### src/rtl/cla_pkg.sv
`default_nettype none
// ============================================================================
//  Module      : cla_pkg
//  Description : Shared constants and the pipeline stage record used by the
//                16-bit, 4-stage carry-lookahead pipelined adder.
//  Contents    : NIB_W   - bits added per stage
//                NUM_STG - number of pipeline stages
//                DATA_W  - operand / sum width
//                stage_t - one pipeline slot
//  Revision    : 1.0 - initial release
// ============================================================================
package cla_pkg;

  localparam int NIB_W    = 4;
  localparam int NUM_STG  = 4;
  localparam int DATA_W   = NIB_W * NUM_STG;
  localparam int LAST_STG = NUM_STG - 1;

  // One slot of the pipe. Entering stage k, nibbles 0..k-1 of psum are
  // complete and rem_a/rem_b have been shifted so that the nibble stage k
  // must add sits in bits [NIB_W-1:0]. An invalid slot is kept all-zero.
  typedef struct packed {
    logic              valid;
    logic [DATA_W-1:0] psum;
    logic              carry;
    logic [DATA_W-1:0] rem_a;
    logic [DATA_W-1:0] rem_b;
  } stage_t;

endpackage
`default_nettype wire

### src/rtl/cla_slice4.sv
`default_nettype none
// ============================================================================
//  Module      : cla_slice4
//  Description : Combinational 4-bit carry-lookahead adder slice. All carries
//                are written as fully expanded sum-of-products of generate and
//                propagate terms, so nothing ripples inside the nibble.
//  Ports       : a, b  - nibble operands
//                ci    - carry into bit 0
//                s     - nibble sum
//                co    - carry out of bit 3
//                c3    - carry into bit 3 (used for signed overflow)
//  Revision    : 1.0 - initial release
// ============================================================================
module cla_slice4
  import cla_pkg::*;
(
  input  logic [NIB_W-1:0] a,
  input  logic [NIB_W-1:0] b,
  input  logic             ci,
  output logic [NIB_W-1:0] s,
  output logic             co,
  output logic             c3
);

  logic [NIB_W-1:0] g;
  logic [NIB_W-1:0] p;
  logic             c1;
  logic             c2;

  assign g = a & b;
  assign p = a | b;

  assign c1 = g[0] | (p[0] & ci);
  assign c2 = g[1] | (p[1] & g[0]) | (p[1] & p[0] & ci);
  assign c3 = g[2] | (p[2] & g[1]) | (p[2] & p[1] & g[0])
            | (p[2] & p[1] & p[0] & ci);
  assign co = g[3] | (p[3] & g[2]) | (p[3] & p[2] & g[1])
            | (p[3] & p[2] & p[1] & g[0]) | (p[3] & p[2] & p[1] & p[0] & ci);

  // With p = a|b the sum bit is still a^b^c; p is only used for carries.
  assign s = a ^ b ^ {c3, c2, c1, ci};

endmodule
`default_nettype wire

### src/rtl/cla_pipe_adder16.sv
`default_nettype none
// ============================================================================
//  Module      : cla_pipe_adder16
//  Description : 16-bit adder split into four 4-bit carry-lookahead stages
//                with valid/ready flow control. Stage registers S0..S3 hold
//                the operand skew; a final output register presents the
//                result, giving acceptance-to-output latency of four edges.
//  Ports       : clk, rst            - clock, synchronous active-high reset
//                in_valid, in_ready  - operand handshake
//                a, b, cin           - operands and carry in
//                out_valid, out_ready- result handshake
//                sum, cout, ovf      - result, carry out, signed overflow
//  Revision    : 1.0 - initial release
// ============================================================================
module cla_pipe_adder16
  import cla_pkg::*;
(
  input  logic              clk,
  input  logic              rst,
  input  logic              in_valid,
  output logic              in_ready,
  input  logic [DATA_W-1:0] a,
  input  logic [DATA_W-1:0] b,
  input  logic              cin,
  output logic              out_valid,
  input  logic              out_ready,
  output logic [DATA_W-1:0] sum,
  output logic              cout,
  output logic              ovf
);

  stage_t            r_stg [NUM_STG];
  stage_t            w_stg_in;
  stage_t            w_slice_out [NUM_STG];
  logic [NIB_W-1:0]  w_slice_s [NUM_STG];
  logic              w_slice_co [NUM_STG];
  logic              w_slice_c3 [NUM_STG];
  logic              w_adv;

  logic              r_out_valid;
  logic [DATA_W-1:0] r_sum;
  logic              r_cout;
  logic              r_ovf;

  // Whole pipe moves as one: it may shift whenever the output slot is empty
  // or is being consumed this cycle.
  assign w_adv    = !r_out_valid || out_ready;
  assign in_ready = w_adv;

  // Stage k always adds the low nibble of its shifted remainder.
  for (genvar k = 0; k < NUM_STG; k++) begin : g_stage
    cla_slice4 u_slice (
      .a  (r_stg[k].rem_a[NIB_W-1:0]),
      .b  (r_stg[k].rem_b[NIB_W-1:0]),
      .ci (r_stg[k].carry),
      .s  (w_slice_s[k]),
      .co (w_slice_co[k]),
      .c3 (w_slice_c3[k])
    );
  end

  always_comb begin
    w_stg_in = '0;
    if (in_valid) begin
      w_stg_in.valid = 1'b1;
      w_stg_in.carry = cin;
      w_stg_in.rem_a = a;
      w_stg_in.rem_b = b;
    end

    for (int k = 0; k < NUM_STG; k++) begin
      w_slice_out[k] = '0;
      if (r_stg[k].valid) begin
        w_slice_out[k].valid                     = 1'b1;
        w_slice_out[k].psum                      = r_stg[k].psum;
        w_slice_out[k].psum[k*NIB_W +: NIB_W]    = w_slice_s[k];
        w_slice_out[k].carry                     = w_slice_co[k];
        w_slice_out[k].rem_a                     = r_stg[k].rem_a >> NIB_W;
        w_slice_out[k].rem_b                     = r_stg[k].rem_b >> NIB_W;
      end
    end
  end

  always_ff @(posedge clk) begin
    if (rst) begin
      for (int k = 0; k < NUM_STG; k++) begin
        r_stg[k] <= '0;
      end
      r_out_valid <= 1'b0;
      r_sum       <= '0;
      r_cout      <= 1'b0;
      r_ovf       <= 1'b0;
    end else if (w_adv) begin
      r_stg[0] <= w_stg_in;
      for (int k = 1; k < NUM_STG; k++) begin
        r_stg[k] <= w_slice_out[k-1];
      end
      r_out_valid <= w_slice_out[LAST_STG].valid;
      r_sum       <= w_slice_out[LAST_STG].psum;
      r_cout      <= w_slice_out[LAST_STG].carry;
      // Overflow is carry into bit 15 XOR carry out of bit 15, both of which
      // come from the top slice; gated so an empty slot reads as zero.
      r_ovf       <= w_slice_out[LAST_STG].valid
                   & (w_slice_c3[LAST_STG] ^ w_slice_co[LAST_STG]);
    end
  end

  assign out_valid = r_out_valid;
  assign sum       = r_sum;
  assign cout      = r_cout;
  assign ovf       = r_ovf;

endmodule
`default_nettype wire

### config.mk
export PLATFORM = sky130hd
export DESIGN_NAME = cla_pipe_adder16
export DESIGN_NICKNAME = d
export VERILOG_FILES = /design/src/rtl/cla_pkg.sv /design/src/rtl/cla_slice4.sv /design/src/rtl/cla_pipe_adder16.sv
export SDC_FILE = /design/constraint.sdc
export NUM_CORES = 1
export LEC_CHECK = 0
export CORE_MARGIN = 3
export CORE_UTILIZATION = 53
export CTS_BUF_LIST = sky130_fd_sc_hd__clkbuf_8 sky130_fd_sc_hd__clkbuf_16
export DETAILED_ROUTE_END_ITERATION = 10
export GPL_ROUTABILITY_DRIVEN = 0
export PLACE_DENSITY = 0.77
export SYNTH_ARGS = -nofsm -noshare
export SYNTH_HDL_FRONTEND = slang
export SYNTH_HIERARCHICAL = 1
export SYNTH_SLANG_ARGS = --single-unit
### constraint.sdc
create_clock -name clk -period 1.5 [get_ports clk]
set_input_delay 0.225 -clock clk [delete_from_list [all_inputs] [get_ports clk]]
set_output_delay 0.225 -clock clk [all_outputs]
set_load 0.01 [all_outputs]
Word-level counts from Yosys, hierarchy flattened
Memory sizes are Yosys's and may differ from the RTL's. Index checks and enable logic that the tools add are counted.

Bits in registers: 19. Bits in writable memories: 200. Bits of input ports: 37. Output and inout port bits: 20. Word-level logic and storage cells: 148. Memories: 1.

Muxes and demuxes: 15. Bitwise gates (word level): 126. Reductions and logical operators: 2.

Memories: r_stg (words 4, width 50, rd ports 4, clocked after Yosys merged registers in 0, wr ports 4, line cla_pipe_adder16.sv:32) `stage_t r_stg [NUM_STG];`.

Operator list (number): 2-to-1 mux 50 bit (8); bitwise AND 1 bit (65); OR 1 bit (44); 2-to-1 mux 33 bit (1); bitwise XOR 4 bit (8); bitwise AND 4 bit (4); OR 4 bit (4); 2-to-1 mux 1 bit (6); logical NOT 1 bit (1); logical OR 1 bit (1); bitwise XOR 1 bit (1).

Longest topological paths before layout
An unclocked memory read counts as a cell.

Depth after elaboration: 9. Gate-level depth with buffers: 7. Gate-level depth less buffers: 7.

By module
Netlist, hierarchy kept.

Modules (own cells, without submodules): cla_pipe_adder16 (instances 1, cells each 343, area an instance 5452.7 µm², seq. area each 3743.6 µm²); cla_slice4 (instances 4, cells each 39, area an instance 309.0 µm², seq. area each 0.0 µm²).

Least setup slack after synthesis
No wires, ideal clock.

Path type: register to register. Start point: memory r_stg[0][152] in the netlist's numbering. End point: register r_cout, in the netlist cout. Setup time: 88 ps. Data arrival time: 1429 ps. Required time: 1412 ps. Path slack: -17 ps. Stages on the path, launching flop included: 8. Buffers on the path: 0. Period minus slack after synthesis: 1517 ps. Path through: edfxtp_1 -> inv_1 -> ha_1 -> nand2b_1 -> and2_2 -> a31oi_1 -> inv_1 -> o32ai_2.

RTL lines: from (decl) (line cla_pipe_adder16.sv:32); to (signal assigned) (line cla_pipe_adder16.sv:100) `r_cout <= w_slice_out[LAST_STG].carry;`; to (decl) (line cla_pipe_adder16.sv:42) `logic r_cout;`.

==> run_results.csv <==
group,metric,value,unit
status,outcome,"finished, violations left",
status,violations,"setup timing",
clock_tree,cts.sinks,131,
sta,whs,0.2914,ns
pwr,ir_worst_vdd,817.5,µV
setup_path,required,1.82,ns
clock_tree,path_clk_slew,0.06,ns
placement,pre_cts_ws,-0.1747,ns
layout,final_common_cell,"edfxtp_1",
route,wl_per_cell,14.43,µm
placement,hpwl,6747,µm
sta,maxSlewViolCount,0,
global_routing,grt_pass1_wl,17330,µm
layout,fin_area,8280,µm²
clock_tree,cts_tree,"built",
route,drc,0,
placement,place_area,7390,µm²
route,wl,10580,µm
logic_synthesis,synth_area,6678,µm²
layout,mostFrequentLayoutCells,"edfxtp_1, and4b_1, inv_1, clkdlybuf4s50_1, ha_1",
sta,rsz0062_at_grt,"true",
route,vias,3911,
logic_synthesis,syn_inst,496,
layout,fin_nets,629,
global_routing,antenna_found_initial,0,
floorplan,fp.dieH,118.2,µm
route,ant_nets,0,
logic_synthesis,synth_nets,573,
placement,port_buffers,56,
clock_tree,cts.path.max_buffers,2,
pwr,leakage,3.578,nW
clock_tree,insertion_delay,0.41,ns
floorplan,rows,40,
floorplan,ioPinCount,57,
route,dr.pass1.iters,5,
global_routing,grt-ovfl-total,0,
sta,hold_viol,0,
layout,n_antenna_cell,0,
setup_path,setup.worst_path.start_class,"register",
logic_synthesis,syn_avg_cell_area,13.46,µm²
floorplan,die_area,13980,µm²
global_routing,grt_usage,15.42,%
setup_path,worstSetupEndpointType,"register",
route,drt_iter0_drc,169,
sta,layout_setup_ws,-0.002995,ns
clock_tree,cts.htree.levels,4,
clock_tree,postCtsHoldBufs,0,
floorplan,core_area,12160,µm²
setup_path,path_max_fanout,2,
worst_hold_path,hp-class,"in2reg",
sta,fin_crit,1.503,ns
clock_tree,cts_root_buffer,"clkbuf_16",
sta,fin_worst_skew,0.008171,ns
sta,period_share,100.2,%
pwr,powerDensity,1045,nW/µm²
setup_path,critical_path_class,"reg2reg",
global_routing,grt_pass1_vias,3797,
run,maxCapViolCount,0,
layout,area_growth,24.00,%
sta,worstMarginPinSlew,0.7029,ns
sta,relSlewSlack,53.14,%
layout,drive_above_1_share,23.89,%
floorplan,die_width,118.2,µm
logic_synthesis,yosysWarningCount,6,
setup_path,cp.arrival,1.83,ns
pwr,power,8.655,mW
floorplan,start_util,54.91,%
sta,setup_viol,1,
global_routing,grt_max_degree,114,
route,via_per_inst,5.336,
sta,fmax,665.3,MHz
clock_tree,cts_inserted_buffers,17,
==> worst paths after layout <==
check                                                  from                          to  slack (ns)  depth (start not counted)
worst max-delay path            r_stg[0][153]$_SDFFCE_PN0P_        sum[15]$_SDFFE_PP0P_      -0.003                          7
worst min-delay path                                    rst  r_stg[0][83]$_SDFFCE_PN0P_        0.29                          2
worst max register to register  r_stg[0][153]$_SDFFCE_PN0P_        sum[15]$_SDFFE_PP0P_      -0.003                          7
worst min register to register          sum[1]$_SDFFE_PP0P_         sum[1]$_SDFFE_PP0P_        0.45                          2
==> routing by layer <==
metal	up-vias	GRT usage, %	wire length, µm
met4	0	6.007	155
met2	104	27.47	5518
met1	1846	17.16	4393
met3	16	4.785	512
met5	-	0	0
li1	1945	-	-
==> final cells by class <==
cell class	instances	area [µm²]
fill	831	3881
multi-input combinational	236	2645
tap	168	210.2
sequential	131	3744
clock buffer	17	425.4
clock inverter	15	188.9
timing repair buffer	77	733.2
inverter	89	334.1
==> per-stage QoR <==
step	instances	utilization, %	setup TNS (ns)
2_1_floorplan	496	-	0
3_3_place_gp	692	60.76	-31.17
3_5_place_dp	692	60.76	-32.85
4_1_cts	730	66.88	0
5_1_grt	733	68.09	-0.6094
6_report	733	68.09	-0.002995
==> timing repair <==
action / 4_1_cts / 5_1_grt
endpoints found under the setup margin: 36 / 18
pin swaps: 11 / 15
gates resized for setup: 46 / 36
setup buffers: 6 / 3
==> flip-flops by register name, indices dropped and copies added (netlist names) <==
register,flops
sum,16
out_valid,1
cout,1
ovf,1
r_stg,112
==> worst max-delay path, stage by stage (launching register included) <==
cell and delay, ns:
edfxtp_1 0.36, inv_1 0.08, ha_4 0.28, inv_2 0.04, and3_4 0.16, a211oi_2 0.22
inv_1 0.08, o32ai_2 0.20
==> power by group <==
group	switching, mW	internal [mW]	leakage (nW)
clock	1.70	2.54	0.302
sequential	0.0512	4.00	1.52
combinational	0.153	0.218	1.76
(Power assumes the default switching activity.)
